## src/rtl/mips_pkg.sv

```systemverilog
// rtl/mips_pkg.sv - shared register-bank widths and the writeback entry type
package mips_pkg;

  localparam int REG_ADDR_W = 5;
  localparam int DATA_W     = 32;

  typedef struct packed {
    logic [REG_ADDR_W-1:0] register;
    logic [DATA_W-1:0]     data;
  } wb_entry_t;

endpackage

```

## src/rtl/writeback_queue_fifo.sv

```systemverilog
// rtl/writeback_queue_fifo.sv - entry storage and pointers for the writeback queue
// WRITEBACK_QUEUE_BYPASS_EN exposes the storage and read pointer for the bypass match.
module writeback_queue_fifo
  import mips_pkg::*;
#(
  parameter int  DEPTH = 4,
  localparam int PW    = $clog2(DEPTH),
  localparam int CW    = $clog2(DEPTH + 1)
) (
  input  logic          clock,
  input  logic          reset,
  input  logic          push,
  input  wb_entry_t     push_entry,
  input  logic          pop,
  output wb_entry_t     head,
  output logic [CW-1:0] count
`ifdef WRITEBACK_QUEUE_BYPASS_EN
  ,
  output wb_entry_t     entries [DEPTH],
  output logic [PW-1:0] head_ptr
`endif
);

  wb_entry_t     mem [DEPTH];
  logic [PW-1:0] wr_ptr;
  logic [PW-1:0] rd_ptr;

  // DEPTH is a power of two, so plain pointer overflow is the modulo wrap.
  always_ff @(posedge clock) begin
    if (reset) begin
      wr_ptr <= '0;
      rd_ptr <= '0;
      count  <= '0;
    end else begin
      if (push) wr_ptr <= wr_ptr + 1'b1;
      if (pop)  rd_ptr <= rd_ptr + 1'b1;
      case ({push, pop})
        2'b10:   count <= count + 1'b1;
        2'b01:   count <= count - 1'b1;
        default: count <= count;
      endcase
    end
  end

  always_ff @(posedge clock) begin
    if (!reset && push) mem[wr_ptr] <= push_entry;
  end

  assign head = mem[rd_ptr];

`ifdef WRITEBACK_QUEUE_BYPASS_EN
  assign entries  = mem;
  assign head_ptr = rd_ptr;
`endif

endmodule

```

## src/rtl/writeback_queue.sv

```systemverilog
// rtl/writeback_queue.sv - register writeback queue with output stage and r0 filter
// WRITEBACK_QUEUE_BYPASS_EN adds the combinational query_register/query_hit/query_data port.
module writeback_queue
  import mips_pkg::*;
#(
  parameter int  DEPTH = 4,
  localparam int CW    = $clog2(DEPTH + 1)
) (
  input  logic          clock,
  input  logic          reset,
  input  logic          in_valid,
  output logic          in_ready,
  input  logic [4:0]    in_register,
  input  logic [31:0]   in_data,
  input  logic          hold,
  output logic          reg_write,
  output logic [4:0]    write_register,
  output logic [31:0]   write_data,
  output logic [CW-1:0] count
`ifdef WRITEBACK_QUEUE_BYPASS_EN
  ,
  input  logic [4:0]    query_register,
  output logic          query_hit,
  output logic [31:0]   query_data
`endif
);

  logic          accept;
  logic          push;
  logic          pop;
  logic [CW-1:0] count_next;
  wb_entry_t     push_entry;
  wb_entry_t     head;

  // Writes to r0 complete the handshake but never reach the register bank.
  assign accept     = in_valid && in_ready;
  assign push       = accept && (in_register != '0);
  assign pop        = !hold && (count != '0);
  assign push_entry = '{register: in_register, data: in_data};

`ifdef WRITEBACK_QUEUE_BYPASS_EN
  localparam int PW = $clog2(DEPTH);
  wb_entry_t     entries [DEPTH];
  logic [PW-1:0] head_ptr;
  logic [PW-1:0] slot;
`endif

  writeback_queue_fifo #(.DEPTH(DEPTH)) fifo (
    .clock      (clock),
    .reset      (reset),
    .push       (push),
    .push_entry (push_entry),
    .pop        (pop),
    .head       (head),
    .count      (count)
`ifdef WRITEBACK_QUEUE_BYPASS_EN
    ,
    .entries    (entries),
    .head_ptr   (head_ptr)
`endif
  );

  always_comb begin
    count_next = count;
    if (push && !pop)      count_next = count + 1'b1;
    else if (!push && pop) count_next = count - 1'b1;
  end

  // in_ready comes from a flop so a pop on a full queue cannot open it mid-cycle.
  always_ff @(posedge clock) begin
    if (reset) in_ready <= 1'b1;
    else       in_ready <= (count_next < CW'(DEPTH));
  end

  always_ff @(posedge clock) begin
    if (reset) begin
      reg_write      <= 1'b0;
      write_register <= '0;
      write_data     <= '0;
    end else if (pop) begin
      reg_write      <= 1'b1;
      write_register <= head.register;
      write_data     <= head.data;
    end else begin
      reg_write      <= 1'b0;
    end
  end

`ifdef WRITEBACK_QUEUE_BYPASS_EN
  // Scan oldest to newest so the tail-most match overrides earlier ones.
  always_comb begin
    query_hit  = 1'b0;
    query_data = '0;
    slot       = '0;
    if (query_register != '0) begin
      if (reg_write && (write_register == query_register)) begin
        query_hit  = 1'b1;
        query_data = write_data;
      end
      for (int i = 0; i < DEPTH; i++) begin
        slot = head_ptr + PW'(i);
        if ((i < int'(count)) && (entries[slot].register == query_register)) begin
          query_hit  = 1'b1;
          query_data = entries[slot].data;
        end
      end
    end
  end
`endif

endmodule

```

## config.mk

```make
export PLATFORM = sky130hd
export DESIGN_NAME = writeback_queue
export DESIGN_NICKNAME = d
export VERILOG_FILES = /design/src/rtl/mips_pkg.sv /design/src/rtl/writeback_queue_fifo.sv /design/src/rtl/writeback_queue.sv
export SDC_FILE = /design/constraint.sdc
export NUM_CORES = 1
export LEC_CHECK = 0
export BUFFER_PORTS_ARGS = -buffer_cell sky130_fd_sc_hd__buf_2
export CORE_UTILIZATION = 51
export CTS_CLUSTER_SIZE = 8
export DETAILED_ROUTE_END_ITERATION = 8
export PLACE_DENSITY = 0.7
export SLEW_MARGIN = 20
export SYNTH_ARGS = -nofsm -noshare
export SYNTH_HDL_FRONTEND = slang
export SYNTH_HIERARCHICAL = 1
export SYNTH_SLANG_ARGS = --single-unit
```

## constraint.sdc

```tcl
create_clock -name clock -period 2.64 [get_ports clock]
set_input_delay 0.132 -clock clock [delete_from_list [all_inputs] [get_ports clock]]
set_output_delay 0.132 -clock clock [all_outputs]
set_load 0.01 [all_outputs]
```

# --- Yosys cells after proc, flatten, opt, wreduce, memory -nomap -nowiden ---
# Memory sizes are Yosys's and may differ from the RTL's. A register that Yosys moved wholly into a read port is not among the register bits.
# Cells that the tools add are included.
word_totals:
  regBits: 9
  latchBits: 0
  ram_bits: 148
  rom_bits: 0
  input_bits: 41
  out_inout_bits: 42
  word_cells: 32
  mem_count: 1
mem_list:
  columns: ["memory", "depth", "word_bits", "read_ports", "rd_ports_with_merged_regs", "wr", "line_no", "text"]
  rows:
  - ["fifo.mem", 4, 37, 1, 1, 1, "writeback_queue_fifo.sv:24", "wb_entry_t mem [DEPTH];"]
classes:
  addsub: 4
  multipliers: 0
  div: 0
  magnitude_cmp: 1
  n_eq_ne: 2
  n_shift: 0
  muxes: 6
  n_bitwise: 0
  reduce_logical: 13
ops:
  columns: ["cell", "n"]
  rows:
  - ["1-bit logical AND", 6]
  - ["3-bit 2-to-1 mux", 2]
  - ["3-bit case mux with 2 select lines", 1]
  - ["5-bit nonzero test", 1]
  - ["2-bit by 1-bit adder with 2-bit output, second input constant", 2]
  - ["1-bit logical NOT", 4]
  - ["3-bit by 1-bit adder with 3-bit output, second input constant", 1]
  - ["3-bit less-than comparator, second input constant", 1]
  - ["1-bit 2-to-1 mux", 3]
  - ["3-bit nonzero test", 1]
  - ["3-bit by 1-bit subtractor with 3-bit output, second input constant", 1]
  - ["2-bit by 1-bit equality test with 1-bit output, second input constant", 1]
  - ["2-bit equality test, second input constant", 1]
  - ["2-bit nonzero test", 1]

# --- Longest topological paths before layout ---
depth:
  ltp_word: 7
  mapped_depth: 10
  ltp_nobuf: 9

# --- Cells and area by module ---
# Netlist, hierarchy kept.
by_module_without_submodules:
  columns: ["mod", "n_inst", "cells_each", "area_per_inst_um2", "seq_area_each_um2"]
  rows:
  - ["writeback_queue_fifo", 1, 239, 5821.8, 4624.4]
  - ["writeback_queue", 1, 173, 1393.8, 780.7]

# --- Least setup slack after synthesis ---
# Ideal clock, no wire load.
synth_path:
  kind: "register to register"
  startpoint: "reg fifo.count[2]"
  endpoint: "reg fifo.count[2]"
  setup_ns: 0.070
  arrival_time_ns: 2.157
  required_ns: 2.570
  path_slack_ns: 0.413
  stages_incl_launch_ff: 11
  n_path_buf: 1
  synth_period_minus_slack_ns: 2.227
  path_cell_list: "dfxtp_1 -> nor3_1 -> or2_1 -> inv_2 -> buf_2 -> ha_1 -> inv_1 -> fa_1 -> xor2_1 -> or3_1 -> a21oi_1"
synth_between:
  elab_chain_cells: 4
  elab_cells_between_ends: 8
  cone_classes: "2 x add/sub; 2 x eq/ne; 1 x mux; 3 x reduce/logical"
synth_rtl:
  columns: ["item", "line_no", "text"]
  rows:
  - ["start, declared", "writeback_queue_fifo.sv:16", "output logic [CW-1:0] count"]
  - ["start signal, assigned", "writeback_queue_fifo.sv:38", "2'b10: count <= count + 1'b1;"]
  - ["start signal, assigned", "writeback_queue_fifo.sv:39", "2'b01: count <= count - 1'b1;"]
  - ["start signal, assigned", "writeback_queue_fifo.sv:40", "default: count <= count;"]
  - ["3-bit nonzero test *", "writeback_queue.sv:38", "assign pop = !hold && (count != '0);"]
  - ["1-bit logical AND *", "writeback_queue.sv:38", null]
  - ["net pop", "writeback_queue.sv:30", "logic pop;"]
  - ["2-bit by 1-bit equality test with 1-bit output / 2-bit equality test (equally long branches)", "writeback_queue_fifo.sv:37", "case ({push, pop})"]
  - ["3-bit case mux with 2 select lines / 2-bit nonzero test (equally long branches)", null, null]
# The timed path passes the listed nets; every way through them passes the cells marked *.
# A chain may end at the register's enable or synchronous reset.

# --- Worst setup path in the final report ---
layout_path:
  startpoint: "in in_register[0]"
  endpoint: "reg fifo.count[2]"
layout_between:
  elab_chain_cells: 4
  elab_cells_between_ends: 6
  cone_classes: "2 x eq/ne; 1 x mux; 3 x reduce/logical"
layout_rtl:
  columns: ["item", "line_no", "text"]
  rows:
  - ["start, declared", "writeback_queue.sv:13", "input logic [4:0] in_register,"]
  - ["5-bit nonzero test *", "writeback_queue.sv:37", "assign push = accept && (in_register != '0);"]
  - ["1-bit logical AND *", "writeback_queue.sv:37", null]
  - ["net push", "writeback_queue.sv:29", "logic push;"]
  - ["2-bit by 1-bit equality test with 1-bit output / 2-bit equality test (equally long branches)", "writeback_queue_fifo.sv:37", null]
  - ["3-bit case mux with 2 select lines / 2-bit nonzero test (equally long branches)", null, null]
# Marks and branches as above.

==> results_dict.tcl <==
set metrics [dict create \
    outcome "complete, no violations" \
    syn_area_mm2 0.00722 \
    cellPowerDensity_mw_per_mm2 898 \
    cts_tree "built" \
    syn_area_per_cell_um2 17.5 \
    initial_core_util_pct 52.2 \
    vias 3921 \
    die_w_um 121 \
    antenna_found_initial 0 \
    drv_cap 0 \
    total_leakage_power_nw 3.09 \
    ys_seq_area_share_pct 74.9 \
    hold_viol 0 \
    period_minus_slack_ns 2.53 \
    viasPerCell 5.33 \
    area_delta_synth_final_pct 21.3 \
    synth_nets 459 \
    placedInstanceArea_mm2 0.00782 \
    grt_overflow 0 \
    synth-simple-area-share_pct 5.25 \
    power_mw 7.86 \
    placed_cells 667 \
    yosys_warnings 6 \
    crit_required_ns 2.99 \
    ir_worst_vdd_mv 0.474 \
    path_buf_inv 4 \
    tightest_slew_ns 0.539 \
    clk_path_buf_depth 2 \
    worstPathMaxFanout 5 \
    cpPeakStageDelay_ns 0.53 \
    cpMostUsedCell "inv_1" \
    postCtsSetupBuffers 0 \
    crit_chain "dlygate4sd3_1 > buf_2 > or3_1 > o311a_4 > inv_1 > ha_2 > inv_1 > fa_2 > xor2_1 > or3_4 > a21oi_2" \
    cts.sinks 196 \
    die_y_um 121 \
    hp-class "in2reg" \
    antenna_cells 0 \
    grt_max_degree 48 \
    synthDistinctLibCells 29 \
    fmax_ghz 0.395 \
    ys_ff_latch 196 \
    ant_nets 0 \
    cp-start-kind "primary input" \
    grt_use_total_pct 20.0 \
    synth_xor_area_share_pct 0.728 \
    drive_above_1_share_pct 29.5 \
    final_nets 590 \
    gp_congestion 0.682 \
    first_global_vias 4046 \
    cts_made_buffers 17 \
    fin_skew_ns 0.00661 \
    syn_inst 412 \
    synth_top_family_by_area "multiplexers" \
    cpLargestDelayFamily "buffers and inverters" \
    met2_wirelength_mm 6.75 \
    finalSetupViolCount 0 \
    synth_mux_area_share_pct 12.2 \
    design_area_mm2 0.00875 \
    dpl.hpwl_mm 7.94 \
    wl_met1_mm 5.81 \
    reg2reg_slack_ns 0.44 \
    period_share_pct 96.0 \
    dieArea_mm2 0.0146 \
    rsz0062_at_grt "no" \
    endpoint_kind "flop" \
    slew_headroom_pct 64.0 \
    wl_met3_um 659 \
    fin_cells 736 \
    criticalPathCategory "in2reg" \
    cts_root_buf "clkbuf_16" \
    drc 0 \
    drt-pass1-iter-count 4 \
    synth_compound_area_share_pct 3.02 \
    top_layer_used "met4" \
    io_buffers 82 \
    clkLatencyLatePin_ns 0.42 \
    rows 43 \
    crit_slowest_cell "dlygate4sd3_1" \
    synthAdderAreaFrac_pct 1.14 \
    htreeDepth 4 \
    slew_viol_final 0 \
    worst_ep_arrival_time_ns 2.88 \
    drt_iter0_markers 243 \
    coreArea_mm2 0.0138 \
    ioPinCount 83 \
    wirelength_mm 13.4 \
    setup_tns_ns 0 \
    wl_per_cell_um 18.2 \
    grt_pass1_wl_mm 21.2 \
    clk_pin_slew_ns 0.06 \
]
==> synthesized netlist by cell type <==
| cell | number | area (µm²) |
|---|---|---|
| edfxtp_1 | 148 | 4440 |
| nand2_1 | 75 | 282 |
| dfxtp_1 | 48 | 961 |
| a21oi_1 | 39 | 195 |
| mux4_2 | 30 | 676 |
| nor2_1 | 10 | 37.5 |
| mux4_1 | 7 | 184 |
| inv_1 | 6 | 22.5 |
| buf_2 | 5 | 25.0 |
| clkbuf_1 | 5 | 18.8 |
| ha_1 | 5 | 62.6 |
| and2_1 | 4 | 25.0 |
| buf_4 | 4 | 30.0 |
| xor2_1 | 4 | 35.0 |
| buf_12 | 3 | 60.1 |
| buf_6 | 3 | 33.8 |
| mux2i_1 | 2 | 20.0 |
| or3_1 | 2 | 12.5 |
| xnor2_1 | 2 | 17.5 |
| clkbuf_2 | 1 | 5.00 |
| fa_1 | 1 | 20.0 |
| inv_2 | 1 | 3.75 |
| nand2b_1 | 1 | 6.26 |
| nand3_1 | 1 | 5.00 |
| nor3_1 | 1 | 5.00 |
| o21ai_0 | 1 | 5.00 |
| o311a_1 | 1 | 10.0 |
| o31ai_1 | 1 | 7.51 |
| or2_1 | 1 | 6.26 |
==> final cells by class <==
class	instances	area, µm²
sequential	196	5410
fill	1027	5080
multi-input combinational	188	1640
timing repair buffer	133	911
clock buffer	22	454
tap	180	225
clock inverter	10	85.1
inverter	7	26.3
==> cells by family (layout without fill, tap and decap cells) <==
| logic type | count (synthesis) | after routing |
|---|---|---|
| flops | 196 | 196 |
| simple gates | 95 | 95 |
| compound gates | 42 | 42 |
| mux | 39 | 39 |
| buf+inv | 28 | 172 |
| fa+ha+maj | 6 | 6 |
| xor+xnor | 6 | 6 |
==> per-stage QoR <==
| stage | util [%] | setup WS, ns | hold WS, ns |
|---|---|---|---|
| global placement | 56.5 | 0.286 | 0.344 |
| global route | 63.3 | 0.0149 | 0.121 |
| CTS | 63.1 | 0.0167 | 0.0902 |
| finish | 63.3 | 0.106 | 0.113 |
| floorplan | - | 0.413 | 0.231 |
| detailed placement | 56.5 | 0.130 | 0.350 |
==> per-layer routing <==
| layer | GRT usage, % | vias up |
|---|---|---|
| li1 | - | 1812 |
| met4 | 7.56 | 0 |
| met5 | 0 | - |
| met1 | 25.9 | 1984 |
| met2 | 32.9 | 106 |
| met3 | 4.61 | 19 |
==> timing repair <==
item                                    in CTS  in global routing
gates resized for setup                      0                  5
endpoints found under the setup margin       0                  1
hold buffers                                37                  0
endpoints found under the hold margin      148                  0
==> registers in the layout (all words and copies together), names as in the netlist, named ones only <==
| name | cells |
|---|---|
| write_register | 5 |
| reg_write | 1 |
| fifo/count | 3 |
| fifo/mem | 148 |
| write_data | 32 |
| fifo/wr_ptr | 2 |
| in_ready | 1 |
| fifo/rd_ptr | 2 |
==> layout by cell type (no fill, tap or decap), types with 3 or more instances in the layout <==
cell type,n
clkbuf_1,4
nand2_1,75
buf_4,12
xor2_1,4
edfxtp_1,148
a21oi_1,38
mux4_2,30
dlygate4sd3_1,37
dfxtp_1,46
ha_1,4
nor2_1,10
mux4_1,7
clkinv_4,3
and2_2,4
clkinv_1,3
clkbuf_16,17
buf_2,82
inv_1,6
==> final timing paths <==
check,startpoint,to,cells past startpoint
setup / recovery,in_register[0],fifo/count[2],11
hold / removal,hold,in_ready,4
setup reg to reg,fifo/count[2],fifo/count[2],9
hold reg to reg,write_data[25],write_data[25],2
==> worst register-to-register path: stages (launching register included) <==
cell	delay, ns
dfxtp_1	0.43
nor3_1	0.08
or2_2	0.29
inv_2	0.06
ha_2	0.18
inv_1	0.06
fa_2	0.34
xor2_1	0.17
or3_4	0.35
a21oi_2	0.16
==> power by group <==
group          switching (mW)  internal [mW]
Sequential              0.198           3.62
Combinational           0.897          0.796
Clock                    1.03           1.32
Total                    2.13           5.73
Note: power is estimated with default switching activity, not from simulation.
